## config.mk

```make
export PLATFORM = sky130hd
export DESIGN_NAME = tx_block
export DESIGN_NICKNAME = d
export VERILOG_FILES = /design/src/rtl/tx_block.sv
export SDC_FILE = /design/constraint.sdc
export NUM_CORES = 1
export LEC_CHECK = 0
export CORE_UTILIZATION = 33
export CTS_CLUSTER_SIZE = 28
export DETAILED_ROUTE_END_ITERATION = 10
export PLACE_DENSITY_LB_ADDON = 0.05
export SKIP_LAST_GASP = 1
export SYNTH_ARGS = -nofsm -noshare
export SYNTH_HDL_FRONTEND = slang
export SYNTH_SLANG_ARGS = --single-unit
```

## constraint.sdc

```tcl
create_clock -name clk -period 5.28 [get_ports clk]
set_input_delay 1.584 -clock clk [delete_from_list [all_inputs] [get_ports clk]]
set_output_delay 1.584 -clock clk [all_outputs]
set_load 0.01 [all_outputs]
```

## src/rtl/tx_block.sv

```systemverilog
// rtl/tx_block.sv - UART-style serial transmitter with one-byte holding buffer; optional even parity via TX_PARITY_EN
module tx_block #(
  parameter int BIT_PERIOD = 10
) (
  input  logic       clk,
  input  logic       rst,
  input  logic [7:0] tx_data,
  input  logic       load_data,
  input  logic       clear_error,
  output logic       serial_out,
  output logic       buffer_empty,
  output logic       tx_busy,
  output logic       overrun_error
);

  // FSM encoding
  localparam logic [2:0] ST_IDLE   = 3'd0;
  localparam logic [2:0] ST_START  = 3'd1;
  localparam logic [2:0] ST_DATA   = 3'd2;
`ifdef TX_PARITY_EN
  localparam logic [2:0] ST_PARITY = 3'd3;
`endif
  localparam logic [2:0] ST_STOP   = 3'd4;

  // Parity, when present, rides above the data byte so it falls out of the
  // same right-shift path after the eighth data bit.
`ifdef TX_PARITY_EN
  localparam int SHIFT_W = 9;
`else
  localparam int SHIFT_W = 8;
`endif

  localparam logic [7:0] LAST_CYC = 8'(BIT_PERIOD - 1);

  logic [2:0]         state_q,     state_d;
  logic [7:0]         cyc_q,       cyc_d;
  logic [2:0]         bit_q,       bit_d;
  logic [SHIFT_W-1:0] shift_q,     shift_d;
  logic               serial_q,    serial_d;
  logic               busy_q,      busy_d;
  logic [7:0]         buf_q,       buf_d;
  logic               buf_empty_q, buf_empty_d;
  logic               ovr_q,       ovr_d;

  logic               bit_end;
  logic               transfer;
  logic [SHIFT_W-1:0] shift_load;

  assign bit_end = (cyc_q == LAST_CYC);

`ifdef TX_PARITY_EN
  assign shift_load = {^buf_q, buf_q};
`else
  assign shift_load = buf_q;
`endif

  // Next-state logic: sequencing, counters, and the value the line takes after this edge
  always_comb begin
    state_d  = state_q;
    cyc_d    = cyc_q;
    bit_d    = bit_q;
    shift_d  = shift_q;
    serial_d = serial_q;
    transfer = 1'b0;

    case (state_q)
      ST_IDLE: begin
        serial_d = 1'b1;
        if (!buf_empty_q) begin
          transfer = 1'b1;
        end
      end

      ST_START: begin
        if (bit_end) begin
          state_d  = ST_DATA;
          cyc_d    = 8'd0;
          bit_d    = 3'd0;
          serial_d = shift_q[0];
        end else begin
          cyc_d = cyc_q + 8'd1;
        end
      end

      ST_DATA: begin
        if (bit_end) begin
          cyc_d   = 8'd0;
          shift_d = shift_q >> 1;
          if (bit_q == 3'd7) begin
`ifdef TX_PARITY_EN
            state_d  = ST_PARITY;
            serial_d = shift_q[1];
`else
            state_d  = ST_STOP;
            serial_d = 1'b1;
`endif
          end else begin
            bit_d    = bit_q + 3'd1;
            serial_d = shift_q[1];
          end
        end else begin
          cyc_d = cyc_q + 8'd1;
        end
      end

`ifdef TX_PARITY_EN
      ST_PARITY: begin
        if (bit_end) begin
          state_d  = ST_STOP;
          cyc_d    = 8'd0;
          serial_d = 1'b1;
        end else begin
          cyc_d = cyc_q + 8'd1;
        end
      end
`endif

      ST_STOP: begin
        if (bit_end) begin
          cyc_d = 8'd0;
          if (!buf_empty_q) begin
            transfer = 1'b1;
          end else begin
            state_d  = ST_IDLE;
            serial_d = 1'b1;
          end
        end else begin
          cyc_d = cyc_q + 8'd1;
        end
      end

      default: begin
        state_d  = ST_IDLE;
        cyc_d    = 8'd0;
        bit_d    = 3'd0;
        serial_d = 1'b1;
      end
    endcase

    // A transfer always launches a fresh start bit, from IDLE or straight out of STOP
    if (transfer) begin
      state_d  = ST_START;
      cyc_d    = 8'd0;
      bit_d    = 3'd0;
      shift_d  = shift_load;
      serial_d = 1'b0;
    end

    busy_d = (state_d != ST_IDLE);
  end

  // Holding buffer and sticky overrun flag; a write and a transfer can never
  // coincide because one needs the buffer empty and the other needs it full
  always_comb begin
    buf_d       = buf_q;
    buf_empty_d = buf_empty_q;
    ovr_d       = ovr_q;

    if (transfer) begin
      buf_empty_d = 1'b1;
    end

    if (load_data && buf_empty_q) begin
      buf_d       = tx_data;
      buf_empty_d = 1'b0;
    end

    if (clear_error) begin
      ovr_d = 1'b0;
    end
    if (load_data && !buf_empty_q) begin
      ovr_d = 1'b1;
    end
  end

  // Transmit FSM, counters, shift register and registered line driver
  always_ff @(posedge clk or posedge rst) begin
    if (rst) begin
      state_q  <= ST_IDLE;
      cyc_q    <= 8'd0;
      bit_q    <= 3'd0;
      shift_q  <= '0;
      serial_q <= 1'b1;
      busy_q   <= 1'b0;
    end else begin
      state_q  <= state_d;
      cyc_q    <= cyc_d;
      bit_q    <= bit_d;
      shift_q  <= shift_d;
      serial_q <= serial_d;
      busy_q   <= busy_d;
    end
  end

  // Holding buffer state
  always_ff @(posedge clk or posedge rst) begin
    if (rst) begin
      buf_q       <= 8'd0;
      buf_empty_q <= 1'b1;
      ovr_q       <= 1'b0;
    end else begin
      buf_q       <= buf_d;
      buf_empty_q <= buf_empty_d;
      ovr_q       <= ovr_d;
    end
  end

  assign serial_out    = serial_q;
  assign buffer_empty  = buf_empty_q;
  assign tx_busy       = busy_q;
  assign overrun_error = ovr_q;

endmodule
```

==> results.cfg <==
[outcome]
status = finished, final reports clean

[route]
drc = 0
vias = 1171
wirelength_mm = 3.27
ant_nets = 0
viasPerCell = 4.96
first_iter_violations = 50
firstDrtPassIters = 4
wl_per_cell_um = 13.9

[yosys]
yosysSeqAreaShare_pct = 50.0
netlist_instances = 151
netlist_area_mm2 = 0.00171
yosys.area.top_type_share_pct = 46.9
avgSynthCellArea_um2 = 11.3
yosysUniqueCellTypes = 41
yosys.area.top_type = dfrtp_1
synth_nets = 167
synthTopCellsByArea = dfrtp_1 47%, mux2_2 8.6%, dfstp_2 3.1%, a221o_1 2.9%, ha_1 2.9%
ys_ff_latch = 34
yosysWarnings = 0

[place]
io_buffer_count = 15
hpwl_mm = 2.28
routabilityCongestion = 0.714

[die]
core_mm2 = 0.00485
ios = 16
die_area_mm2 = 0.00546
die_y_um = 73.9
die_x_um = 73.9
start_util_pct = 35.2
row_count = 25

[setup_path]
arrival_ns = 1.46
cp_max_fo = 10
startpoint = buffer_empty
r2r_cells = 6
crit_slowest_cell = dfstp_2
crit_cells = 1
endpoint = buffer_empty
startpoint_type = flop
critPathTopFamily = flip-flops
worstPathRequired_ns = 3.70
cp_slowest_stage_delay_ns = 0.62
crit_buf_inv = 1
cp_cell_sequence = clkdlybuf4s50_1
r2r-start = cyc_q[1]
rrSetupSlack_ns = 2.93
r2r-end = shift_q[1]
end_kind = primary output
critPathKind = reg -> out

[final_layout]
nets = 184
synthToLayoutAreaGrowth_pct = 18.1
nFillCells = 476
diodes = 0
mostFrequentLayoutCell = dfrtp_1
multi_input_area_um2 = 800
layout_common_cells = 32 x dfrtp_1, 15 x clkdlybuf4s50_1, 13 x mux2_2
drive_gt1_share_pct = 18.3
final-seq-area_um2 = 853

[worst_hold_path]
hold_path_class = reg -> reg

[sta]
post-route-period-util_pct = 57.7
hold_viol = 0
clock.fmax_ghz = 0.328
fin_worst_skew_ns = 0.00792
setup_tns_ns = 0
finalSetupViolations = 0
rsz0062_at_grt = false
drv_slew = 0
period_minus_slack_ns = 3.05
slew_headroom_pct = 24.1
tightest_slew_ns = 1.12
hold_slack_ns = 0.469

[power]
pwr-share-seq_pct = 55.3
cellPowerDensity_mw_per_mm2 = 244
power.share.clock_pct = 40.2
irDropWorstVdd_v = 0.000138
combPwrFrac_pct = 4.5
p_int_w = 0.000387
p_leak_nw = 0.859
p_switching_w = 0.000105
switching_share_pct = 21.4

[cts]
clk_latency_ns = 0.28
cts_buffers = 5
cts-hold-fix-buffers = 0
post_cts_buffers = 0
cts_buffer_depth = 2
cts_tree = yes
clk_pin_slew_ns = 0.07
cts-htree-levels = 2
cts_resized = 0
cts_root_buffer = clkbuf_8
clock_sinks = 34

[global_routing]
grt-ovfl-total = 0
antenna_found_initial = 0
grt_use_met3_pct = 4.25
use_met2_pct = 22.4
first_global_vias = 1184
top_usage_layer = met2
track_usage_pct = 14.0
met1_usage_pct = 17.4
grt_max_degree = 35
grt_pass1_wl_mm = 5.60

[run]
cap_violations = 0
routing by layer:
metal	wire length [um]	part of all wire (%)
met5	0	0
met4	59	1.8
met3	111	3.4
met2	1570	48
met1	1540	47
sequential cells by signal, indices dropped and copies added (netlist names):
| register | cells |
|---|---|
| bit_q | 3 |
| buf_q | 8 |
| buffer_empty | 1 |
| cyc_q | 8 |
| overrun_error | 1 |
| serial_out | 1 |
| shift_q | 8 |
| state_q | 3 |
| tx_busy | 1 |
worst reg2reg max path: cells and delay by family, from the launching register on:
kind | cells | cell delay [ns]
DFF | 1 | 0.43
and+or+nand+nor | 2 | 0.93
AOI/OAI and AO/OA | 1 | 0.27
adders and majority gates | 1 | 0.15
buffers and inverters | 1 | 0.09
muxes | 1 | 0.36
layout make-up:
cell class | instances | area share [%]
Sequential cell | 34 | 42.3
Multi-Input combinational cell | 104 | 39.7
Clock inverter | 2 | 0.621
Clock buffer | 6 | 4.10
Timing Repair Buffer | 16 | 7.82
Inverter | 7 | 1.30
Tap cell | 67 | 4.16
cells by family (layout without fill, tap and decap cells):
kind of cell             count (synthesis)  after routing  share of synthesized area [%]
AND/OR/NAND/NOR                         51             51                           17.6
flip-flops                              34             34                           50.0
AO/OA/AOI/OAI                           25             25                           11.7
multiplexers                            16             16                           10.5
buffers and inverters                   13             31                           3.15
XOR/XNOR                                 8              8                           4.11
adder cells (fa/ha/maj)                  4              4                           2.93
power groups by stage:
stage	Clock, W	Sequential, W	Combinational, W
final	0.000198	0.000272	0.0000222
after global routing	0.000218	0.000273	0.0000254
after CTS	0.000207	0.000272	0.0000231
after detailed placement	0	0.000277	0.0000232
after global placement	0	0.000277	0.0000224
after floorplan	0	0.000276	0.0000108
stage by stage:
step	setup slack, ns	instances	power [W]	utilization [%]	instance area (um2)
after global placement	2.48	228	0.000299	39.6	1920
final	2.23	236	0.000492	41.6	2020
after floorplan	2.95	151	0.000287	-	1710
after CTS	2.21	236	0.000502	41.6	2020
after detailed placement	2.44	228	0.000300	39.6	1920
after global routing	2.17	236	0.000516	41.6	2020
synth_stat cells:
library cell and number:
nand4_1 3, a211o_1 1, nor3_1 3, dfrtp_1 32
mux2_2 13, ha_1 4, a31oi_1 1, o32a_1 1
nand2_1 10, o21ai_0 4, o2bb2ai_1 1, nor3b_1 1
or4b_2 1, or3b_2 2, or4b_4 1, nand3b_1 1
a21o_1 2, a221o_1 5, xnor2_1 5, nor2_1 12
inv_1 7, nand2b_1 3, mux2i_1 1, nor3_4 1
and3_1 2, and2_1 5, o2111ai_1 1, buf_2 1
mux2_1 2, o31ai_1 1, clkbuf_1 4, a21oi_1 2
o22ai_1 2, dfstp_2 2, o21ai_4 1, buf_4 1
nor4b_1 5, a21oi_2 1, a2bb2oi_1 2, xor2_1 3
nand3_1 1
how the worst min path moves through the flow:
stage / from / to / slack [ns] / depth (start not counted)
after floorplan: buf_q[1] / shift_q[1] / 0.46 / 1
after global placement: serial_out / serial_out / 0.46 / 2
after detailed placement: serial_out / serial_out / 0.46 / 2
after CTS: serial_out / serial_out / 0.47 / 2
after global routing: serial_out / serial_out / 0.49 / 2
final: serial_out / serial_out / 0.47 / 2
Note: power is estimated with default switching activity, not from simulation.
